### config.mk
export PLATFORM = sky130hd
export DESIGN_NAME = jserialtx
export DESIGN_NICKNAME = d
export VERILOG_FILES = /design/src/rtl/jserialtx.sv
export SDC_FILE = /design/constraint.sdc
export NUM_CORES = 1
export LEC_CHECK = 0
export BUFFER_PORTS_ARGS = -buffer_cell sky130_fd_sc_hd__buf_4
export CAP_MARGIN = 40
export CORE_UTILIZATION = 49
export CTS_CLUSTER_SIZE = 30
export DETAILED_ROUTE_END_ITERATION = 6
export GPL_TIMING_DRIVEN = 0
export HOLD_SLACK_MARGIN = 0.08
export PLACE_DENSITY_LB_ADDON = 0.15
export SYNTH_ARGS = -nofsm -noshare
export SYNTH_HDL_FRONTEND = slang
export SYNTH_SLANG_ARGS = --single-unit
### constraint.sdc
create_clock -name clk -period 1.5 [get_ports clk]
set_input_delay 0.075 -clock clk [delete_from_list [all_inputs] [get_ports clk]]
set_output_delay 0.075 -clock clk [all_outputs]
set_load 0.01 [all_outputs]
### src/rtl/jserialtx.sv
// Serial frame transmitter: start bit, WIDTH data bits LSB first, optional parity, stop bit.
// One word is accepted per frame through a valid/ready handshake.
module jserialtx #(
    parameter int WIDTH        = 8,
    parameter int CLKS_PER_BIT = 4,
    parameter int PARITY_EN    = 1,
    parameter int PARITY_ODD   = 0
) (
    input  logic             clk,
    input  logic             rst,
    input  logic [WIDTH-1:0] din,
    input  logic             valid,
    output logic             ready,
    output logic             txd,
    output logic             done,
    output logic [2:0]       dbg_state
);

    // Handshake: a word is accepted at a rising edge where valid && ready;
    // ready is high only in IDLE, and valid is ignored at every other time.

    typedef enum logic [2:0] {
        IDLE   = 3'd0,
        START  = 3'd1,
        DATA   = 3'd2,
        PARITY = 3'd3,
        STOP   = 3'd4
    } state_t;

    localparam int CW = (CLKS_PER_BIT > 1) ? $clog2(CLKS_PER_BIT) : 1;
    localparam int IW = (WIDTH > 1) ? $clog2(WIDTH) : 1;
    localparam logic [CW-1:0] CNT_LAST = CW'(CLKS_PER_BIT - 1);
    localparam logic [CW-1:0] CNT_PREV = CW'((CLKS_PER_BIT > 1) ? CLKS_PER_BIT - 2 : 0);
    localparam logic [IW-1:0] IDX_LAST = IW'(WIDTH - 1);
    localparam logic          ODD_BIT  = (PARITY_ODD != 0);

    state_t           state;
    logic [CW-1:0]    cnt;
    logic [IW-1:0]    idx;
    logic [WIDTH-1:0] shreg;
    logic             par;

    logic             bit_end;
    logic             last_data;
    logic             enter_stop;
    logic             done_next;
    logic [WIDTH-1:0] shreg_nxt;

    always_comb begin
        bit_end    = (cnt == CNT_LAST);
        last_data  = (idx == IDX_LAST);
        shreg_nxt  = shreg >> 1;
        enter_stop = bit_end && (((state == DATA) && last_data && (PARITY_EN == 0)) ||
                                 (state == PARITY));
        // done is registered, so it is raised on the edge that starts the last stop cycle.
        if (CLKS_PER_BIT == 1) begin
            done_next = enter_stop;
        end else begin
            done_next = (state == STOP) && (cnt == CNT_PREV);
        end
    end

    assign ready     = (state == IDLE);
    assign dbg_state = state;

    always_ff @(posedge clk or negedge rst) begin
        if (!rst) begin
            state <= IDLE;
            cnt   <= '0;
            idx   <= '0;
            shreg <= '0;
            par   <= 1'b0;
            txd   <= 1'b1;
            done  <= 1'b0;
        end else begin
            done <= done_next;
            if (state != IDLE) begin
                cnt <= bit_end ? '0 : cnt + CW'(1);
            end
            case (state)
                IDLE: begin
                    txd <= 1'b1;
                    if (valid) begin
                        shreg <= din;
                        par   <= (^din) ^ ODD_BIT;
                        cnt   <= '0;
                        idx   <= '0;
                        txd   <= 1'b0;
                        state <= START;
                    end
                end
                START: begin
                    if (bit_end) begin
                        state <= DATA;
                        txd   <= shreg[0];
                    end
                end
                DATA: begin
                    if (bit_end) begin
                        if (last_data) begin
                            if (PARITY_EN != 0) begin
                                state <= PARITY;
                                txd   <= par;
                            end else begin
                                state <= STOP;
                                txd   <= 1'b1;
                            end
                        end else begin
                            idx   <= idx + IW'(1);
                            shreg <= shreg_nxt;
                            txd   <= shreg_nxt[0];
                        end
                    end
                end
                PARITY: begin
                    if (bit_end) begin
                        state <= STOP;
                        txd   <= 1'b1;
                    end
                end
                STOP: begin
                    if (bit_end) begin
                        state <= IDLE;
                        txd   <= 1'b1;
                    end
                end
                default: begin
                    state <= IDLE;
                    txd   <= 1'b1;
                end
            endcase
        end
    end

endmodule

Yosys cells after proc, flatten, opt, wreduce, memory -nomap -nowiden
Cells that the tools add are included.
W data, S select, Z words.
Word-level totals
  bits in registers: 19
  bits of input ports: 11
  logic and storage cells: 59
  output and inout port bits: 6
Operators by class
  $add $sub $neg: 2
  equal/unequal tests: 15
  reductions and logical operators: 10
  mux-type cells: 25
Operators by type and width (number)
  $mux W3: 9
  $mux W8: 3
  $pmux W8 S2: 1
  $pmux W3 S5: 1
  $ne A2 B2 Y1 const B: 7
  $mux W2: 4
  $reduce_xor A8 Y1: 1
  $eq A3 B2 Y1 const B: 2
  $eq A3 B3 Y1 const B: 2
  $pmux W3 S2: 1
  $reduce_and A6 Y1: 1
  $mux W1: 5
  $eq A2 B2 Y1 const B: 2
  $pmux W1 S4: 1
  $reduce_and A4 Y1: 1
  $add A3 B1 Y3 const B: 1
  $eq A3 B1 Y1 const B: 1
  $logic_not A3 Y1: 1
  $reduce_and A3 Y1: 1
  $reduce_bool A3 Y1: 1
  $add A2 B1 Y2 const B: 1
  $ne A2 B1 Y1 const B: 1
  $reduce_and A2 Y1: 1
  $reduce_bool A2 Y1: 1
  2 further kinds: 2

Logic depth before layout (Yosys ltp)
Gate-level depths: netlist of the first run.
  depth after elaboration: 5
  gate-level depth with buffers: 7
  gate-level depth less buffers: 6

Least setup slack after synthesis of the first run
OpenSTA, ideal clock, no wires.
  kind: flip-flop to flip-flop
  start: reg idx[0]
  end: reg idx[0]
  path buffers: 1
  clock period less this slack: 1.487 ns
  arrival: 1.369 ns
  setup time: 0.118 ns
  path slack: 0.013 ns
  cell stages (with the launch flop): 7
  data required time: 1.382 ns
  cells stage by stage: dfrtp_1 ha_1 ha_1 and3b_1 o21ai_2 buf_2 a21o_1
Between the ends
  longest elaborated chain between the ends: 4
  elaborated cells between the ends (all ways): 7
  classes of those cells: add/sub: 1; eq/ne: 2; mux: 3; reduce/logical: 1
RTL lines
  start: declaration: RTL line 39  | logic [IW-1:0] idx;
  start signal: assignment: RTL line 109  | idx <= idx + IW'(1);
  $add A3 B1 Y3: RTL line 109
  $mux W3: RTL line 100  | if (last_data) begin
  $mux W3: RTL line 99  | if (bit_end) begin
  $pmux W3 S2: RTL line 80  | case (state)
Several ways; a longest one is shown, not always the timed one. The select of a mux whose other input is x is not followed.
A chain may end at the register's enable or synchronous reset.

Final worst setup path of the first run
  start: reg idx[1]
  end: reg shreg[6]
Between the ends
  longest elaborated chain between the ends: 3
RTL lines
  $eq A3 B3 Y1: RTL line 51  | last_data = (idx == IDX_LAST);
  $ne A2 B2 Y1 (no line)
  $reduce_and A4 Y1 (no line)
  end signal: assignment: RTL line 84  | shreg <= din;
  end signal: assignment: RTL line 110  | shreg <= shreg_nxt;
  end: declaration: RTL line 40  | logic [WIDTH-1:0] shreg;
No other way between the ends.

==> out/qor.yml, run 1 <==
timing.critical_path.arrival_ns: 1.75
first_pass_iters: 3
r2r_start: "idx[1]"
critical_path_class: "flop to flop"
fp.dieW_um: 48.5
powerDensity_nw_per_um2: 1770
post_drt_wl_per_cell_um: 13.1
yosysWarnings: 0
regArea_um2: 477
startpoint: "idx[1]"
synth_area_leaders: "dfrtp_1 (43%), mux2i_1 (8.5%), xnor2_1 (5.8%)"
start_util_pct: 52.9
p_switching_mw: 1.05
wl_um: 2140
synth_seq_cells: 19
syn_to_final_growth_pct: 39.1
rsz0062_at_grt: "true"
synth_compound_area_share_pct: 13.7
fillers: 154
synth_nets: 117
hold_ws_ns: 0.115
slew_headroom_pct: 81.2
setup_slack_ns: -0.0268
cts_buffers: 3
finalNonFillerCells: 163
grt_pass1_vias: 860
clk_pin_slew_worst_paths_ns: 0.12
yosys.area_share.xor_xnor_pct: 6.62
first_iter_violations: 10
hold_viol: 0
nets: 152
hold_class: "input port to flop"
fmax_ghz: 0.655
pwr-share-seq_pct: 33.8
die-area_um2: 2350
synth_top_area_share_pct: 42.6
worst_pin_slew_ns: 0.282
dp_cells: 145
grt_max_degree: 20
synth-edff-count: 0
slew_viol_final: 0
yosysUniqueCellTypes: 36
critPathMaxFanout: 5
crit_required_ns: 1.72
pwr-share-comb_pct: 56.2
core_um2: 2000
grt_usage_pct: 19.6
synth.area.mux_share_pct: 8.51
final-setup-viol-count: 7
max_cap_viol_count: 0
startpoint_type: "flop"
min_period_ns: 1.53
hpwl_um: 1300
grt_pass1_wl_um: 3610
synth_flop_cell: "dfrtp_1"
htree_levels: 1
place_congestion: 0.774
leakagePower_nw: 0.682
p_total_mw: 2.61
yosys.area.top_type: "dfrtp_1"
ctsRootBufferMaster: "clkbuf_4"
syn_inst: 102
swShare_pct: 40.2
antenna_cells: 0
violations: "setup timing"
drive_gt1_share_pct: 43.4
netlist_area_um2: 1060
grt-ovfl-total: 0
cts_max_path_buffers: 2
dieHeight_um: 48.5
min-delay-start: "din[5]"
async_flop_share_pct: 100
ant_nets: 0
synth_top_family_by_area: "simple AND/OR/NAND/NOR gates"
avgSynthCellArea_um2: 10.4
cts.sinks: 19
port_buffers: 16
finClkSkew_ns: 0.00969
post-route-period-util_pct: 102
ys_seq_area_share_pct: 45.0
io_pins: 17
row_count: 16
multi_input_area_um2: 607
clk_latency_ns: 0.30
ir_worst_vdd_v: 0.00137
vias_per_cell: 5.28
run_status: "finished, violations left"
route.detailed.drc: 0
fin_tns_setup_ns: -0.0703
antenna_found_initial: 0
cts_tree: "done"
clkPwrFrac_pct: 10.0
p_int_mw: 1.56
synthAdderAreaFrac_pct: 4.73
synthSimpleGateAreaFrac_pct: 15.5
vias: 861
worstSetupEndpointType: "flop"
==> critical path: stages (launching register included) <==
cell	delay (ns)
dfrtp_1	0.39
ha_2	0.21
ha_4	0.14
and3b_2	0.21
o21ai_4	0.22
buf_6	0.17
nand2_2	0.06
o21ai_2	0.06
==> worst paths after layout <==
path / slack [ns] / cells past startpoint / to
worst max-delay path: -0.03 / 7 / shreg[6]
worst min-delay path: 0.12 / 3 / shreg[5]
worst max register to register: -0.03 / 7 / shreg[6]
worst min register to register: 0.50 / 2 / shreg[2]
max in group asynchronous: 1.07 / 2 / txd
min in group asynchronous: 0.17 / 2 / dbg_state[1]
==> layer usage <==
metal / track usage, % / vias to the layer above / part of all wire, %
li1: - / 428 / -
met1: 25.2 / 416 / 44
met2: 33.8 / 13 / 53
met3: 2.83 / 4 / 2.0
met4: 6.37 / 0 / 0.84
met5: 0 / - / 0
==> flip-flops by register name, summed over array words and instances (netlist names) <==
name / cells
cnt: 2
txd: 1
par: 1
dbg_state: 3
shreg: 8
idx: 3
done: 1
==> Yosys cell counts (all sizes together), types with 2 or more instances <==
cell type   n
ha          4
nor2        5
o21ai      14
mux2i       9
a21oi       2
xnor2       7
nor3        2
dfrtp      18
nand2      14
nand3       2
buf         7
nand3b      2
==> power by group through the flow <==
| stage | registers (mW) | logic (mW) | clock network [mW] |
|---|---|---|---|
| 2_1_floorplan | 0.861 | 0.837 | 0 |
| 3_3_place_gp | 0.856 | 1.10 | 0 |
| 3_5_place_dp | 0.867 | 1.13 | 0 |
| 4_1_cts | 0.849 | 1.31 | 0.268 |
| 5_1_grt | 0.907 | 1.60 | 0.293 |
| 6_report | 0.881 | 1.47 | 0.260 |
==> metrics by stage <==
stage	utilization, %	setup WS (ns)	instance area (um^2)
4_1_cts	69.6	-0.00526	1390
3_3_place_gp	60.6	-0.0698	1210
5_1_grt	73.6	-0.0927	1470
6_report	73.6	-0.0268	1470
2_1_floorplan	-	0.0133	1060
3_5_place_dp	60.6	-0.0809	1210
==> cells in the final DEF, fill, tap and decap left out, drive strengths merged, types with 2 or more instances in the layout <==
master / n
a21oi: 2
buf: 29
clkbuf: 3
dfrtp: 18
dlygate4sd3: 8
ha: 4
mux2i: 9
nand2: 14
nand3: 2
nand3b: 2
nor2: 5
nor3: 2
o21ai: 14
xnor2: 7
==> area by class of cell <==
| type | instances | share of cell area, % |
|---|---|---|
| buffer | 6 | 4.33 |
| timing repair buffer | 31 | 17.7 |
| tap | 27 | 2.29 |
| sequential | 19 | 32.4 |
| inverter | 1 | 0.255 |
| clock inverter | 1 | 0.340 |
| multi-input combinational | 75 | 41.2 |
| clock buffer | 3 | 1.53 |
==> kinds of logic after synthesis <==
group / after synthesis
simple gates: 30
compound gates: 24
flops: 19
mux: 9
xor+xnor: 8
buf+inv: 8
fa+ha+maj: 4
==> timing repair <==
action / 4_1_cts / 5_1_grt
hold endpoints to repair: 25 / 1
setup endpoints to repair: 12 / 12
gates cloned: 2 / 0
hold buffers: 7 / 1
buffers inserted: 4 / 1
resized for setup: 15 / 22
pin swaps: 4 / 12
No activity file was read; power rests on OpenSTA's default activity.
==> inputs of run 2 (changes only) <==
--- a/config.mk
+++ b/config.mk
@@ -13,6 +13,7 @@
 export GPL_TIMING_DRIVEN = 0
 export HOLD_SLACK_MARGIN = 0.08
 export PLACE_DENSITY_LB_ADDON = 0.15
+export REMOVE_ABC_BUFFERS = 1
 export SYNTH_ARGS = -nofsm -noshare
 export SYNTH_HDL_FRONTEND = slang
 export SYNTH_SLANG_ARGS = --single-unit
==> out/qor.yml, run 2 (synthesis gave the netlist of run 1 again) <==
slowest_stage: "dfrtp_1"
hold_ws_ns: 0.0754
row_count: 16
largest_register_ffs: 8
timing.critical_path.arrival_ns: 1.69
wl_met2_um: 1050
dp_cells: 138
grt_max_degree: 20
hold_class: "input port to flop"
cpPeakStageDelay_ns: 0.40
grt_pass1_wl_um: 3590
final_common_cell: "buf_4"
ctsRootBufferMaster: "clkbuf_4"
critPathTopFamily: "flip-flops"
ir_worst_vdd_v: 0.00105
startpoint_type: "flop"
post-route-period-util_pct: 101
startpoint: "idx[0]"
final-setup-viol-count: 1
highest_layer: "met4"
ant_nets: 0
worstSetupEndpointType: "flop"
drive_gt1_share_pct: 39.1
setup_slack_ns: -0.00975
path_cells: "ha_2 -> ha_4 -> and3b_2 -> o21ai_4 -> buf_12 -> nand2_2 -> o21ai_1"
max_cap_viol_count: 0
r2r_start: "idx[0]"
finalNonFillerCells: 155
run_status: "finished, violations left"
path_buf_inv: 1
violations: "setup timing"
start_util_pct: 52.9
placed_area_um2: 1150
finClkSkew_ns: 0.00422
dp_slack_ns: -0.399
min-delay-start: "din[0]"
slew_headroom_pct: 77.5
first_iter_violations: 6
grt_pass1_vias: 804
place_congestion: 0.758
powerDensity_nw_per_um2: 1800
cts_tree: "done"
die-area_um2: 2350
wl_met3_um: 67
port_buffers: 16
finalInstanceArea_um2: 1380
worst_pin_slew_ns: 0.338
final_cell_mix: "buf_4 (23), dfrtp_1 (14), nand2_1 (11), mux2i_1 (9), xnor2_1 (7)"
cts_max_path_buffers: 2
post_drt_wl_per_cell_um: 13.8
hpwl_um: 1320
core_um2: 2000
io_pins: 17
clk_latency_ns: 0.29
nets: 144
antenna_found_initial: 0
route.detailed.drc: 0
rsz0062_at_grt: "true"
leakagePower_nw: 0.630
crit_required_ns: 1.68
cts.sinks: 19
fp.dieW_um: 48.5
htree_levels: 1
first_pass_iters: 4
vias_per_cell: 5.30
cts_buffers: 3
critPathMaxFanout: 8
clk_pin_slew_worst_paths_ns: 0.11
antenna_cells: 0
grt-ovfl-total: 0
dieHeight_um: 48.5
min_period_ns: 1.51
wl_um: 2140
fmax_ghz: 0.662
fillers: 148
largest_register: "shreg"
critical_path_class: "flop to flop"
m1WireLength_um: 1010
grt_usage_pct: 19.9
hold_viol: 0
syn_to_final_growth_pct: 30.3
slew_viol_final: 0
vias: 822
run 2: where the power goes:
part	switching, mW	internal (mW)	leakage (nW)
Combinational	0.582	0.629	0.380
Clock	0.153	0.103	0.0150
Sequential	0.275	0.737	0.235
run 2: layer usage:
metal / vias up / track usage [%]
li1: 414 / -
met3: 2 / 3.46
met5: - / 0
met4: 0 / 7.35
met1: 394 / 25.5
met2: 12 / 33.8
run 2: metrics by stage:
step / power, mW / setup TNS, ns / utilization [%]
2_1_floorplan: 1.57 / -0.912 / -
3_3_place_gp: 1.82 / -3.66 / 57.6
3_5_place_dp: 1.86 / -3.87 / 57.6
4_1_cts: 2.30 / -0.143 / 64.9
5_1_grt: 2.68 / -0.197 / 68.9
6_report: 2.48 / -0.00975 / 68.9
run 2: cell type report:
type / instances / area (um^2) / area share, %
Clock buffer: 4 / 26.3 / 1.91
Inverter: 1 / 3.75 / 0.272
Multi-Input combinational cell: 76 / 599 / 43.5
Sequential cell: 19 / 482 / 34.9
Tap cell: 27 / 33.8 / 2.45
Timing Repair Buffer: 28 / 234 / 17.0
run 2: worst paths after layout:
kind	end	slack [ns]	cells after the start
worst max-delay path	shreg[4]	-0.01	7
worst min register to register	shreg[2]	0.49	2
max in group asynchronous	txd	1.06	2
min in group asynchronous	done	0.18	2
worst min-delay path	shreg[0]	0.08	3
worst max register to register	shreg[4]	-0.01	7
run 2: timing repair:
action / CTS / global route
gates cloned: 1 / 0
endpoints found under the hold margin: 21 / 0
buffers inserted: 4 / 5
hold buffers: 3 / 0
pin swaps: 1 / 9
setup endpoints to repair: 13 / 13
gates resized for setup: 10 / 18
run 2: tightest hold or removal path: stages:
cell and delay [ns]:
buf_4 0.09, mux2i_1 0.06, o21ai_1 0.10
==> inputs of run 3 (changes only) <==
--- a/config.mk
+++ b/config.mk
@@ -5,9 +5,10 @@
 export SDC_FILE = /design/constraint.sdc
 export NUM_CORES = 1
 export LEC_CHECK = 0
-export BUFFER_PORTS_ARGS = -buffer_cell sky130_fd_sc_hd__buf_4
+export ABC_AREA = 1
+export BUFFER_PORTS_ARGS = -buffer_cell sky130_fd_sc_hd__buf_2
 export CAP_MARGIN = 40
-export CORE_UTILIZATION = 49
+export CORE_UTILIZATION = 51
 export CTS_CLUSTER_SIZE = 30
 export DETAILED_ROUTE_END_ITERATION = 6
 export GPL_TIMING_DRIVEN = 0
==> out/qor.yml, run 3 <==
synth_area_leaders: "dfrtp_1 (36%), nand2_1 (19%), inv_1 (4.7%)"
fin_tns_setup_ns: 0
first_iter_violations: 30
place_congestion: 0.799
antenna_found_initial: 0
synth_flop_cell: "dfrtp_1"
clk_pin_slew_worst_paths_ns: 0.11
vias_per_cell: 5.06
grt_usage_pct: 22.0
max_cap_viol_count: 0
powerDensity_nw_per_um2: 2030
cts_max_path_buffers: 2
syn_to_final_growth_pct: 15.4
nets: 205
dp_cells: 205
fillers: 193
grt-ovfl-total: 0
row_count: 17
synth_top_area_share_pct: 35.6
ys_seq_area_share_pct: 37.6
netlist_area_um2: 1270
slew_headroom_pct: 69.7
slew_viol_final: 0
first_pass_iters: 4
die-area_um2: 2690
ctsRootBufferMaster: "clkbuf_4"
r2r_cells: 7
post_drt_wl_per_cell_um: 11.5
port_buffers: 16
hold_viol: 0
hpwl_um: 1820
leakagePower_nw: 0.785
antenna_cells: 0
final-setup-viol-count: 0
whs_path_depth: 4
largest_register_ffs: 8
crit_required_ns: 1.70
r2r_start: "idx[1]"
startpoint_type: "flop"
timing.critical_path.arrival_ns: 1.62
worstSetupEndpointType: "flop"
fmax_ghz: 0.701
critPathMaxFanout: 8
hold_class: "input port to flop"
wl_um: 2500
async_flop_share_pct: 100
hold_end: "par"
final_common_cell: "nand2_1"
synth_seq_cells: 19
critical_path_class: "flop to flop"
yosysUniqueCellTypes: 25
htree_levels: 1
io_pins: 17
start_util_pct: 55.6
route.detailed.drc: 0
core_um2: 2280
cts_tree: "done"
grt_max_degree: 20
worst_pin_slew_ns: 0.455
syn_inst: 165
dieHeight_um: 51.8
synth.most_common_cell: "nand2_1"
synth-edff-count: 0
cts_buffers: 3
cpPeakStageDelay_ns: 0.41
r2r_slack_ns: 0.07
post-route-period-util_pct: 95.1
finClkSkew_ns: 0.000957
yosysWarnings: 0
grt_pass1_wl_um: 4350
clk_latency_ns: 0.29
rsz0062_at_grt: "false"
yosys.area.top_type: "dfrtp_1"
largest_register: "shreg"
min_period_ns: 1.43
avgSynthCellArea_um2: 7.67
hold_ws_ns: 0.0903
run_status: "finished, final reports clean"
finalNonFillerCells: 217
grt_pass1_vias: 1008
final_cell_mix: "nand2_1 (65), inv_1 (16), buf_2 (16), dfrtp_1 (15), nand3_1 (10)"
min-delay-start: "valid"
synth_common_cells: "nand2_1 (65), dfrtp_1 (18), inv_1 (16)"
ir_worst_vdd_v: 0.00117
drive_gt1_share_pct: 27.5
fp.dieW_um: 51.8
slowest_stage: "dfrtp_1"
path_cells: "ha_2 -> ha_4 -> o21ai_4 -> buf_12 -> nand2_4 -> nand2_2 -> nand2_1"
ant_nets: 0
cts.sinks: 19
vias: 1097
reg2reg_to: "shreg[3]"
[run 3: cell count changes in the layout (fill, tap and decap cells not counted), moves of 3 or more]
cell     delta
buf_4      -21
mux2i_1     -9
nor2_1      +5
inv_1      +15
nand3_1     +8
xnor2_1     -5
nand2_4     +5
nand2_2     +3
nand2_1    +54
o21ai_1     -4
buf_2      +16
[run 3: cell type report]
type | count | area [um^2] | area share [%]
Multi-Input combinational cell | 126 | 691 | 47.3
Timing Repair Buffer | 22 | 146 | 10.0
Sequential cell | 19 | 480 | 32.9
Inverter | 18 | 82.6 | 5.65
Tap cell | 28 | 35.0 | 2.40
Clock buffer | 4 | 26.3 | 1.80
[run 3: cells by family after synthesis]
| family | count (synthesis) | synth area share (%) |
|---|---|---|
| XOR/XNOR | 2 | 1.38 |
| AND/OR/NAND/NOR | 101 | 36.1 |
| flip-flops | 19 | 37.6 |
| adder cells (fa/ha/maj) | 4 | 3.95 |
| AO/OA/AOI/OAI | 17 | 9.48 |
| buffers and inverters | 22 | 11.5 |
[run 3: critical path: cells and delay by family, from the launching register on]
| family | cells | cell delay [ns] |
|---|---|---|
| buf+inv | 1 | 0.14 |
| compound gates | 1 | 0.16 |
| fa+ha+maj | 2 | 0.38 |
| simple gates | 3 | 0.24 |
| flops | 1 | 0.41 |
[run 3: timing repair]
action                                 4_1_cts  5_1_grt
pin swaps                                    2        4
buffers inserted                             1        3
hold buffers                                 2        0
endpoints found under the hold margin       20        0
cloned                                       0        2
gates resized for setup                      2        6
setup endpoints to repair                   11       13
[run 3: report_power, final]
group          internal (mW)  switching [mW]  total [mW]  leakage [nW]
Combinational          0.689            1.06        1.75         0.534
Clock                  0.103           0.159       0.262        0.0150
Sequential             0.756           0.195       0.951         0.237
Total                   1.55            1.41        2.96         0.785
[run 3: worst max-delay path by stage]
stage,startpoint,to,slack (ns),cells past startpoint
after floorplan,idx[0],shreg[0],0.06,6
after global placement,idx[0],shreg[0],-0.07,6
after detailed placement,idx[0],idx[2],-0.11,6
after CTS,dbg_state[2],idx[2],0.009,6
after global routing,dbg_state[0],shreg[3],0.003,9
final,idx[1],shreg[3],0.07,7
[run 3: layer usage]
layer	up-vias	global-route usage [%]	part of all wire, %
met4	0	6.76	0.56
met1	515	28.4	49
met2	15	37.8	49
met5	-	0	0
met3	2	2.63	1.9
li1	565	-	-
[run 3: per-stage QoR]
| stage | utilization [%] | power [mW] | area, um^2 | worst slack [ns] |
|---|---|---|---|---|
| global placement | 57.9 | 2.33 | 1320 | -0.0691 |
| CTS | 60.8 | 2.75 | 1380 | 0.00945 |
| finish | 64.2 | 2.96 | 1460 | 0.0735 |
| detailed placement | 57.9 | 2.41 | 1320 | -0.106 |
| floorplan | - | 2.05 | 1200 | 0.0635 |
| global route | 64.2 | 3.25 | 1460 | 0.00266 |
